### src/rtl/id_ex_elastic_reg.sv
// -----------------------------------------------------------------------------
// id_ex_elastic_reg
//   ID/EX pipeline register with a valid/ready handshake and a 2-entry skid
//   buffer. EX can back-pressure ID without any combinational path from
//   Out_Ready to In_Ready. Supports flush (squashes held and incoming
//   entries) and bubble insertion (control groups forced to 0 when no valid
//   entry is presented). The packed control word is split into WB/MEM/EX
//   groups on the way out.
//
//   Optional feature macro: PIPE_PERF_CNT_EN
//     When defined, adds the CNT_W parameter and the Stall_Cnt / Flush_Cnt
//     saturating performance counters.
//
// Ports
//   Clk, Rst                 clock (rising edge), synchronous active-low reset
//   In_Valid / In_Ready      ID-side handshake (In_Ready is registered)
//   Flush                    squash all entries, highest priority
//   Rs_ID..Ext_Immed_ID      decode-stage fields, Ctrl_ID packed {EX,MEM,WB}
//   Out_Valid / Out_Ready    EX-side handshake
//   WB_EX, MEM_EX, EX_EX     control groups (0 while Out_Valid=0)
//   Rs_EX..Ext_Immed_EX      data fields (hold last value while empty)
//   Stall_Cnt, Flush_Cnt     perf counters (PIPE_PERF_CNT_EN only)
// -----------------------------------------------------------------------------
module id_ex_elastic_reg #(
    parameter int DATA_W  = 32,
    parameter int REG_W   = 5,
    parameter int SHAMT_W = 5,
    parameter int FUNCT_W = 6,
    parameter int WB_W    = 2,
    parameter int MEM_W   = 2,
    parameter int EX_W    = 4
`ifdef PIPE_PERF_CNT_EN
    ,
    parameter int CNT_W   = 16
`endif
) (
    input  logic                      Clk,
    input  logic                      Rst,
    input  logic                      In_Valid,
    output logic                      In_Ready,
    input  logic                      Flush,
    input  logic [REG_W-1:0]          Rs_ID,
    input  logic [REG_W-1:0]          Rt_ID,
    input  logic [REG_W-1:0]          Rd_ID,
    input  logic [SHAMT_W-1:0]        Shamt_ID,
    input  logic [FUNCT_W-1:0]        Funct_ID,
    input  logic [EX_W+MEM_W+WB_W-1:0] Ctrl_ID,
    input  logic [DATA_W-1:0]         RD1_ID,
    input  logic [DATA_W-1:0]         RD2_ID,
    input  logic [DATA_W-1:0]         Ext_Immed_ID,
    output logic                      Out_Valid,
    input  logic                      Out_Ready,
    output logic [WB_W-1:0]           WB_EX,
    output logic [MEM_W-1:0]          MEM_EX,
    output logic [EX_W-1:0]           EX_EX,
    output logic [REG_W-1:0]          Rs_EX,
    output logic [REG_W-1:0]          Rt_EX,
    output logic [REG_W-1:0]          Rd_EX,
    output logic [SHAMT_W-1:0]        Shamt_EX,
    output logic [FUNCT_W-1:0]        Funct_EX,
    output logic [DATA_W-1:0]         RD1_EX,
    output logic [DATA_W-1:0]         RD2_EX,
    output logic [DATA_W-1:0]         Ext_Immed_EX
`ifdef PIPE_PERF_CNT_EN
    ,
    output logic [CNT_W-1:0]          Stall_Cnt,
    output logic [CNT_W-1:0]          Flush_Cnt
`endif
);

    localparam int CTRL_W = EX_W + MEM_W + WB_W;
    localparam int PAY_W  = 3*REG_W + SHAMT_W + FUNCT_W + 3*DATA_W;

    typedef enum logic [1:0] {
        ST_EMPTY = 2'd0,
        ST_MAIN  = 2'd1,
        ST_SKID  = 2'd2
    } state_t;

    state_t             state_r;
    state_t             state_next_s;
    logic               in_ready_r;
    logic               out_valid_r;
    logic               accept_s;
    logic               consume_s;
    logic               load_main_in_s;
    logic               load_main_skid_s;
    logic               load_skid_s;
    logic [PAY_W-1:0]   in_pay_s;
    logic [PAY_W-1:0]   main_pay_r;
    logic [PAY_W-1:0]   skid_pay_r;
    logic [CTRL_W-1:0]  main_ctrl_r;
    logic [CTRL_W-1:0]  skid_ctrl_r;

    assign in_pay_s  = {Rs_ID, Rt_ID, Rd_ID, Shamt_ID, Funct_ID,
                        RD1_ID, RD2_ID, Ext_Immed_ID};
    assign accept_s  = In_Valid & in_ready_r;
    assign consume_s = out_valid_r & Out_Ready;

    // Next-state and entry-movement decode; Flush overrides every transfer.
    always_comb begin
        state_next_s     = state_r;
        load_main_in_s   = 1'b0;
        load_main_skid_s = 1'b0;
        load_skid_s      = 1'b0;
        if (Flush) begin
            state_next_s = ST_EMPTY;
        end else begin
            case (state_r)
                ST_EMPTY: begin
                    if (accept_s) begin
                        state_next_s   = ST_MAIN;
                        load_main_in_s = 1'b1;
                    end else begin
                        state_next_s   = ST_EMPTY;
                    end
                end
                ST_MAIN: begin
                    if (accept_s && !consume_s) begin
                        state_next_s = ST_SKID;
                        load_skid_s  = 1'b1;
                    end else if (accept_s && consume_s) begin
                        state_next_s   = ST_MAIN;
                        load_main_in_s = 1'b1;
                    end else if (consume_s) begin
                        state_next_s = ST_EMPTY;
                    end else begin
                        state_next_s = ST_MAIN;
                    end
                end
                ST_SKID: begin
                    // In_Ready is low here, so no new entry can arrive.
                    if (consume_s) begin
                        state_next_s     = ST_MAIN;
                        load_main_skid_s = 1'b1;
                    end else begin
                        state_next_s     = ST_SKID;
                    end
                end
                default: begin
                    state_next_s = ST_EMPTY;
                end
            endcase
        end
    end

    // State plus registered handshake flags, derived from the next state so
    // In_Ready never sees Out_Ready combinationally.
    always_ff @(posedge Clk) begin
        if (!Rst) begin
            state_r     <= ST_EMPTY;
            in_ready_r  <= 1'b0;
            out_valid_r <= 1'b0;
        end else begin
            state_r     <= state_next_s;
            in_ready_r  <= (state_next_s != ST_SKID);
            out_valid_r <= (state_next_s != ST_EMPTY);
        end
    end

    // Output-entry payload; holds its last value when the register empties.
    always_ff @(posedge Clk) begin
        if (!Rst) begin
            main_pay_r <= '0;
        end else if (load_main_in_s) begin
            main_pay_r <= in_pay_s;
        end else if (load_main_skid_s) begin
            main_pay_r <= skid_pay_r;
        end else begin
            main_pay_r <= main_pay_r;
        end
    end

    // Output-entry control word; cleared whenever no valid entry remains
    // so EX sees a bubble.
    always_ff @(posedge Clk) begin
        if (!Rst) begin
            main_ctrl_r <= '0;
        end else if (state_next_s == ST_EMPTY) begin
            main_ctrl_r <= '0;
        end else if (load_main_in_s) begin
            main_ctrl_r <= Ctrl_ID;
        end else if (load_main_skid_s) begin
            main_ctrl_r <= skid_ctrl_r;
        end else begin
            main_ctrl_r <= main_ctrl_r;
        end
    end

    // Skid entry, captured only when the output entry is stalled.
    always_ff @(posedge Clk) begin
        if (!Rst) begin
            skid_pay_r  <= '0;
            skid_ctrl_r <= '0;
        end else if (load_skid_s) begin
            skid_pay_r  <= in_pay_s;
            skid_ctrl_r <= Ctrl_ID;
        end else begin
            skid_pay_r  <= skid_pay_r;
            skid_ctrl_r <= skid_ctrl_r;
        end
    end

    assign In_Ready  = in_ready_r;
    assign Out_Valid = out_valid_r;
    assign WB_EX     = main_ctrl_r[WB_W-1:0];
    assign MEM_EX    = main_ctrl_r[WB_W+MEM_W-1:WB_W];
    assign EX_EX     = main_ctrl_r[CTRL_W-1:WB_W+MEM_W];
    assign {Rs_EX, Rt_EX, Rd_EX, Shamt_EX, Funct_EX,
            RD1_EX, RD2_EX, Ext_Immed_EX} = main_pay_r;

`ifdef PIPE_PERF_CNT_EN
    localparam logic [CNT_W-1:0] CNT_ONE = {{(CNT_W-1){1'b0}}, 1'b1};

    logic [CNT_W-1:0] stall_cnt_r;
    logic [CNT_W-1:0] flush_cnt_r;

    // Saturating count of cycles where EX stalls a valid entry.
    always_ff @(posedge Clk) begin
        if (!Rst) begin
            stall_cnt_r <= '0;
        end else if (out_valid_r && !Out_Ready && (stall_cnt_r != '1)) begin
            stall_cnt_r <= stall_cnt_r + CNT_ONE;
        end else begin
            stall_cnt_r <= stall_cnt_r;
        end
    end

    // Saturating count of flushes that actually squash a held entry.
    always_ff @(posedge Clk) begin
        if (!Rst) begin
            flush_cnt_r <= '0;
        end else if (Flush && (state_r != ST_EMPTY) && (flush_cnt_r != '1)) begin
            flush_cnt_r <= flush_cnt_r + CNT_ONE;
        end else begin
            flush_cnt_r <= flush_cnt_r;
        end
    end

    assign Stall_Cnt = stall_cnt_r;
    assign Flush_Cnt = flush_cnt_r;
`endif

endmodule

### config.mk
export PLATFORM = sky130hd
export DESIGN_NAME = id_ex_elastic_reg
export DESIGN_NICKNAME = d
export VERILOG_FILES = /design/src/rtl/id_ex_elastic_reg.sv
export SDC_FILE = /design/constraint.sdc
export NUM_CORES = 1
export LEC_CHECK = 0
export CORE_ASPECT_RATIO = 0.5
export CORE_MARGIN = 2
export CORE_UTILIZATION = 27
export CTS_BUF_LIST = sky130_fd_sc_hd__clkbuf_4
export CTS_CLUSTER_DIAMETER = 100
export DETAILED_ROUTE_END_ITERATION = 8
export PLACE_DENSITY = 0.59
export SLEW_MARGIN = 20
export SYNTH_ARGS = -nofsm -noshare
export SYNTH_HDL_FRONTEND = slang
export SYNTH_SLANG_ARGS = --single-unit
### constraint.sdc
create_clock -name Clk -period 2.9 [get_ports Clk]
set_input_delay 0.435 -clock Clk [delete_from_list [all_inputs] [get_ports Clk]]
set_output_delay 0.435 -clock Clk [all_outputs]
set_load 0.05 [all_outputs]
=== Yosys cells after proc, flatten, opt, wreduce, memory -nomap -nowiden ===
Index checks and enable logic that the tools add are counted.

* Equal/unequal tests: 3
* Mux-type cells: 22
* Bitwise gates (word level): 3
* Reduce and logical (&&, ||, !) cells: 8

{| class="wikitable"
|+ Operator list
! cell !! count
|-
| 2-to-1 mux 122 bit || 2
|-
| 2-to-1 mux 8 bit || 2
|-
| 2-to-1 mux 1 bit || 13
|-
| 2-to-1 mux 2 bit || 3
|-
| case mux 2 bit (3 select lines) || 1
|-
| zero test 2 bit || 2
|-
| nonzero test 2 bit || 2
|-
| AND 1 bit || 2
|-
| == test 2 x 1 -> 1 bit (second input constant) || 1
|-
| == test 2 bit (second input constant) || 1
|-
| logical AND 1 bit || 2
|-
| inequality test 2 bit (second input constant) || 1
|-
| case mux 1 bit (2 select lines) || 1
|-
| OR reduction 2 bit || 1
|-
| zero test 1 bit || 1
|-
| inverter 1 bit || 1
|}

* Bits in registers: 264
* Input bits: 135
* Output and inout bits: 132

=== Depth between registers and ports, before layout ===
* Depth in word-level cells: 8
* Mapped depth: 9

=== Worst setup path before layout ===
OpenSTA, ideal clock, no wires.

* Path type: reg-to-reg
* Start: register out_valid_r (netlist: Out_Valid)
* End: register main_ctrl_r[0]
* Setup time: 123 ps
* Arrival time: 1775 ps
* Data required time: 2777 ps
* Slack: 1002 ps
* Stages on the path, launching flop included: 10
* Path through: dfxtp_1 > nand2_1 > inv_1 > ha_1 > and2_1 > o21a_1 > buf_6 > buf_6 > a22oi_1 > a21boi_1

* Cells in the longest elaborated chain, start to end: 8
* Elaborated cells between the ends (all ways): 21

{| class="wikitable"
|+ Ends and longest elaborated chain
! what !! RTL line !! RTL
|-
| from (decl) || 83 || <nowiki>logic out_valid_r;</nowiki>
|-
| from (signal assigned) || 157 || <nowiki>out_valid_r <= (state_next_s != ST_EMPTY);</nowiki>
|-
| AND 1 bit * || 98 || <nowiki>assign consume_s = out_valid_r & Out_Ready;</nowiki>
|-
| 2-to-1 mux 1 bit, or another cell as far along || 125 || <nowiki>end else if (consume_s) begin</nowiki>
|-
| 2-to-1 mux 1 bit or logical AND 1 bit (tied branches) || 122, 119 ||
|-
| 2-to-1 mux 2 bit || 119 || <nowiki>if (accept_s && !consume_s) begin</nowiki>
|-
| case mux 2 bit (3 select lines) || 109 || <nowiki>case (state_r)</nowiki>
|-
| 2-to-1 mux 2 bit || 106 || <nowiki>if (Flush) begin</nowiki>
|-
| zero test 2 bit || 179 || <nowiki>end else if (state_next_s == ST_EMPTY) begin</nowiki>
|-
| OR reduction 2 bit (no line) || - ||
|-
| to (signal assigned) || 182 || <nowiki>main_ctrl_r <= Ctrl_ID;</nowiki>
|-
| to (signal assigned) || 184 || <nowiki>main_ctrl_r <= skid_ctrl_r;</nowiki>
|-
| to (signal assigned) || 186 || <nowiki>main_ctrl_r <= main_ctrl_r;</nowiki>
|-
| to (decl) || 92 || <nowiki>logic [CTRL_W-1:0] main_ctrl_r;</nowiki>
|}

Every way passes the cells marked *; elsewhere a longest branch is shown, timed or not.
A chain may end at the register's enable or synchronous reset.

=== Worst setup path in the final report ===
* Start: register in_ready_r (netlist: In_Ready)
* End: output In_Ready

{| class="wikitable"
|+ RTL lines
! what !! RTL line !! RTL
|-
| from (decl) || 82 || <nowiki>logic in_ready_r;</nowiki>
|-
| from (signal assigned) || 156 || <nowiki>in_ready_r <= (state_next_s != ST_SKID);</nowiki>
|-
| to (decl) || 40 || <nowiki>output logic In_Ready,</nowiki>
|}

No word-level cell between the ends.

==> parameters.txt <==
Parameter                              Value

Routing
  Number of vias per cell after detailed routing    about 4.7
  Total length of routed wires    approximately 34 mm
  Post-detailed-route DRC marker count    0
  Number of nets still failing antenna checks after routing    0
  Via count of the routed design    9443
  Drt first-iter violations    ~540
  Initial DRT Pass Iterations    5
  Routed len/inst    roughly 17 um

Critical path
  Cell depth of the worst flop-to-flop path    7
  Maximum fanout encountered on the critical timing path    4
  Crit-path cells    clkdlybuf4s50_1
  Category of the most critical setup path    reg -> out
  Largest incremental delay on the critical path    roughly 860 ps
  Critical Path RT    between 2000 and 2500 ps
  Sort of element at the start of the critical path    flip-flop
  Critical register-to-register path endpoint    main_pay_r[4]
  CP Data Arrival Time    1910 ps
  Kind of end point of the critical path    output pin
  Combined buffer and inverter count along the critical path    1
  Reg2reg setup slack    ~930 ps
  CP top delay family    buffers and inverters
  Reg-to-reg startpoint    In_Ready
  Crit-path slowest cell    clkdlybuf4s50_1

Layout
  Signed area change from the synthesized netlist to the final layout    36.3%
  Fin nets    1572
  Ratio of cells with drive above 1 in the final layout    0.0916
  Filler Cell Count    3995

Clock network
  Cell at the root of the clock tree    clkbuf_4
  Clock Sinks    ~260
  Worst skew pair latency    between 600 and 700 ps
  Clock slew at the register clock pins of the worst setup and hold paths    about 70 ps
  Post-CTS Repair Setup Buffers    0
  Resize count post-CTS    0
  H-tree level count    3
  Maximum clock path buffer count    3
  Clock tree from TritonCTS    yes
  Hold buffer count at cts    0
  Inserted Clock Buffers    approximately 70

STA
  Actual slew at the worst max-slew pin    about 600 ps
  Setup repair after global routing missed its margin    false
  Final clock skew    between 20 and 25 ps
  Setup tns final    0 ps
  Max Clk Rate    about 430 MHz
  Worst rel slew slack    0.596
  Hold_ws    about 230 ps
  Setup violation total in the final timing report    0
  Count of endpoints failing hold in the final timing report    0
  Final Max Tran Viols    0
  Shortest period the worst path allows    approximately 2300 ps
  Final clock period utilization by the worst path    0.808

Power and ir drop
  Fraction of power consumed by the clock network    0.404
  Leak Pwr    4.76 nW
  Sequential share of power    0.487
  Power per Cell Area    525 nW/um^2
  Net switching power of the design    slightly below 2 mW
  Fraction of power spent switching nets    0.256
  Portion of total power attributed to combinational logic    0.109
  Internal power contribution    about 5.7 mW
  Worst IR drop on VDD    0.232 mV

Run
  Max-cap violation count    0

Floorplanning
  Die H    145 um
  Area enclosed by the die boundary    just over 40000 um^2
  Floorplan row count    roughly 50
  Boundary Pins    267
  Horizontal extent of the die    between 200 and 300 um
  Initial cell density of the core    0.275
  Area inside the core boundary    39000 um^2

GRT
  Total track usage    0.156
  Number of global-route vias before repair    between 8000 and 9000
  Largest net degree at the start of global routing    between 100 and 150
  Global-route wire length before repair    between 50 and 60 mm
  Global route total overflow    0
  Initial antenna violation count    8

Synthesis
  Register bit count reported by yosys    264
  Share of the synthesized netlist area taken by xor and xnor gates    0
  Basic-gate share of the synthesized area counting and, or, nand and nor cells    0.162
  Largest family of logic cells by synthesized area    compound AO/OA/AOI/OAI gates
  Combined area of all synthesized cells    ~11000 um^2
  Synthesis warning total    0
  Yosys cell types    27
  Post-synthesis share of cell area spent on full adders, half adders and majority gates    0.00234
  Synthesized area per cell    9.01 um^2
  Syn nets    1325
  Cell count after synthesis    around 1200
  Compound-cell area share of the yosys netlist    0.279
  Multiplexer area fraction after synthesis    0
  Proportion of synthesized chip area in sequential cells    0.494

Worst hold path
  Beginning of the worst hold path    Rst
  Count of cells along the worst hold path    2
  Type of the worst min-delay path    in -> reg
  Hold Path Sink    skid_pay_r[97]

Placement
  Gp weighted congestion    between 0.7 and 0.8
  DP HPWL    between 20 and 25 mm
  Number of buffer cells added on primary ports    ~270

Outcome
  Run status    finished, final reports clean
-- sequential cells by signal (all words and copies together), names as in the netlist --
| name | cells |
|---|---|
| In_Ready | 1 |
| main_pay_r | 122 |
| Out_Valid | 1 |
| skid_ctrl_r | 8 |
| state_r | 2 |
| skid_pay_r | 122 |
| main_ctrl_r | 8 |
-- logic make-up after synthesis --
kind of cell	count (synthesis)
buffers and inverters	115
flip-flops	264
AND/OR/NAND/NOR	408
AO/OA/AOI/OAI	399
adder cells (fa/ha/maj)	2
-- power by group through the flow --
stage / clock [mW] / sequential (mW) / combinational, mW
final: 3.09 / 3.73 / 0.838
after global routing: 3.42 / 3.73 / 0.885
after CTS: 3.21 / 3.73 / 0.846
after detailed placement: 0 / 3.81 / 0.844
after global placement: 0 / 3.81 / 0.843
after floorplan: 0 / 4.00 / 0.242
-- layout make-up --
class                      instances  area, um^2  area share
antenna                            9        22.5     0.00154
inverter                           1        3.75    0.000257
clock buffer                      98         736      0.0504
timing repair buffer             291        3040       0.208
clock inverter                    10        63.8     0.00437
tap                              530         663      0.0455
sequential                       264        5290       0.362
multi-input combinational        809        4780       0.327
-- placed cells by master (no fill, tap or decap), drive strengths merged --
cell,instances
o21ai,2
nor2,5
nand3b,2
or2,1
clkbuf,98
nand2b,1
dfxtp,264
o21bai,1
nor2b,2
bufinv,1
a21boi,261
buf,26
clkdlybuf4s50,265
a22oi,131
and3b,2
diode,9
and2,2
o21a,1
ha,2
inv,5
nand2,261
clkinv,5
nand3,131
a21oi,3
nand4b,1
-- cells in the mapped netlist --
cell type,n,area share
a21boi_0,61,0.043
a21boi_1,200,0.14
a21oi_1,3,0.0014
a22oi_1,131,0.092
and2_1,2,0.0012
and3b_1,2,0.0016
buf_2,53,0.025
buf_4,2,0.0014
buf_6,21,0.022
buf_8,1,0.0014
clkbuf_1,37,0.013
dfxtp_1,264,0.49
ha_1,2,0.0023
inv_1,1,0.00035
nand2_1,261,0.092
nand2b_1,1,0.00058
nand3_1,131,0.061
nand3b_1,2,0.0014
nand4b_1,1,0.00082
nor2_1,5,0.0018
nor2b_1,1,0.00058
nor2b_2,1,0.00082
o21a_1,1,0.00070
o21ai_0,1,0.00047
o21ai_2,1,0.00082
o21bai_1,1,0.00070
or2_1,1,0.00058
-- metal layers --
metal | track usage | vias up | share of wire
met2 | 0.276 | 164 | 0.52
met3 | 0.0351 | 52 | 0.037
li1 | - | 4700 | -
met1 | 0.180 | 4527 | 0.42
met4 | 0.0730 | 0 | 0.023
met5 | 0 | - | 0
-- worst max-delay path by stage --
| stage | startpoint | endpoint | slack (ps) | cells after the start |
|---|---|---|---|---|
| after floorplan | Out_Valid | main_ctrl_r[0] | 1000 | 9 |
| after global placement | In_Valid | main_pay_r[2] | 420 | 8 |
| after detailed placement | In_Valid | main_pay_r[21] | 380 | 8 |
| after CTS | In_Ready | In_Ready | 500 | 1 |
| after global routing | In_Ready | In_Ready | 470 | 1 |
| final | In_Ready | In_Ready | 560 | 1 |
-- through the flow --
| stage | std cells | utilization | cell area, um^2 | setup WS [ps] | total power, mW |
|---|---|---|---|---|---|
| 3_3_place_gp | 1895 | 0.353 | 13800 | 416 | 4.65 |
| 5_1_grt | 2011 | 0.374 | 14600 | 471 | 8.04 |
| 2_1_floorplan | 1188 | - | 10700 | 1000 | 4.25 |
| 4_1_cts | 2003 | 0.374 | 14600 | 496 | 7.78 |
| 3_5_place_dp | 1895 | 0.353 | 13800 | 377 | 4.65 |
| 6_report | 2012 | 0.374 | 14600 | 557 | 7.66 |
(Power assumes the default switching activity.)
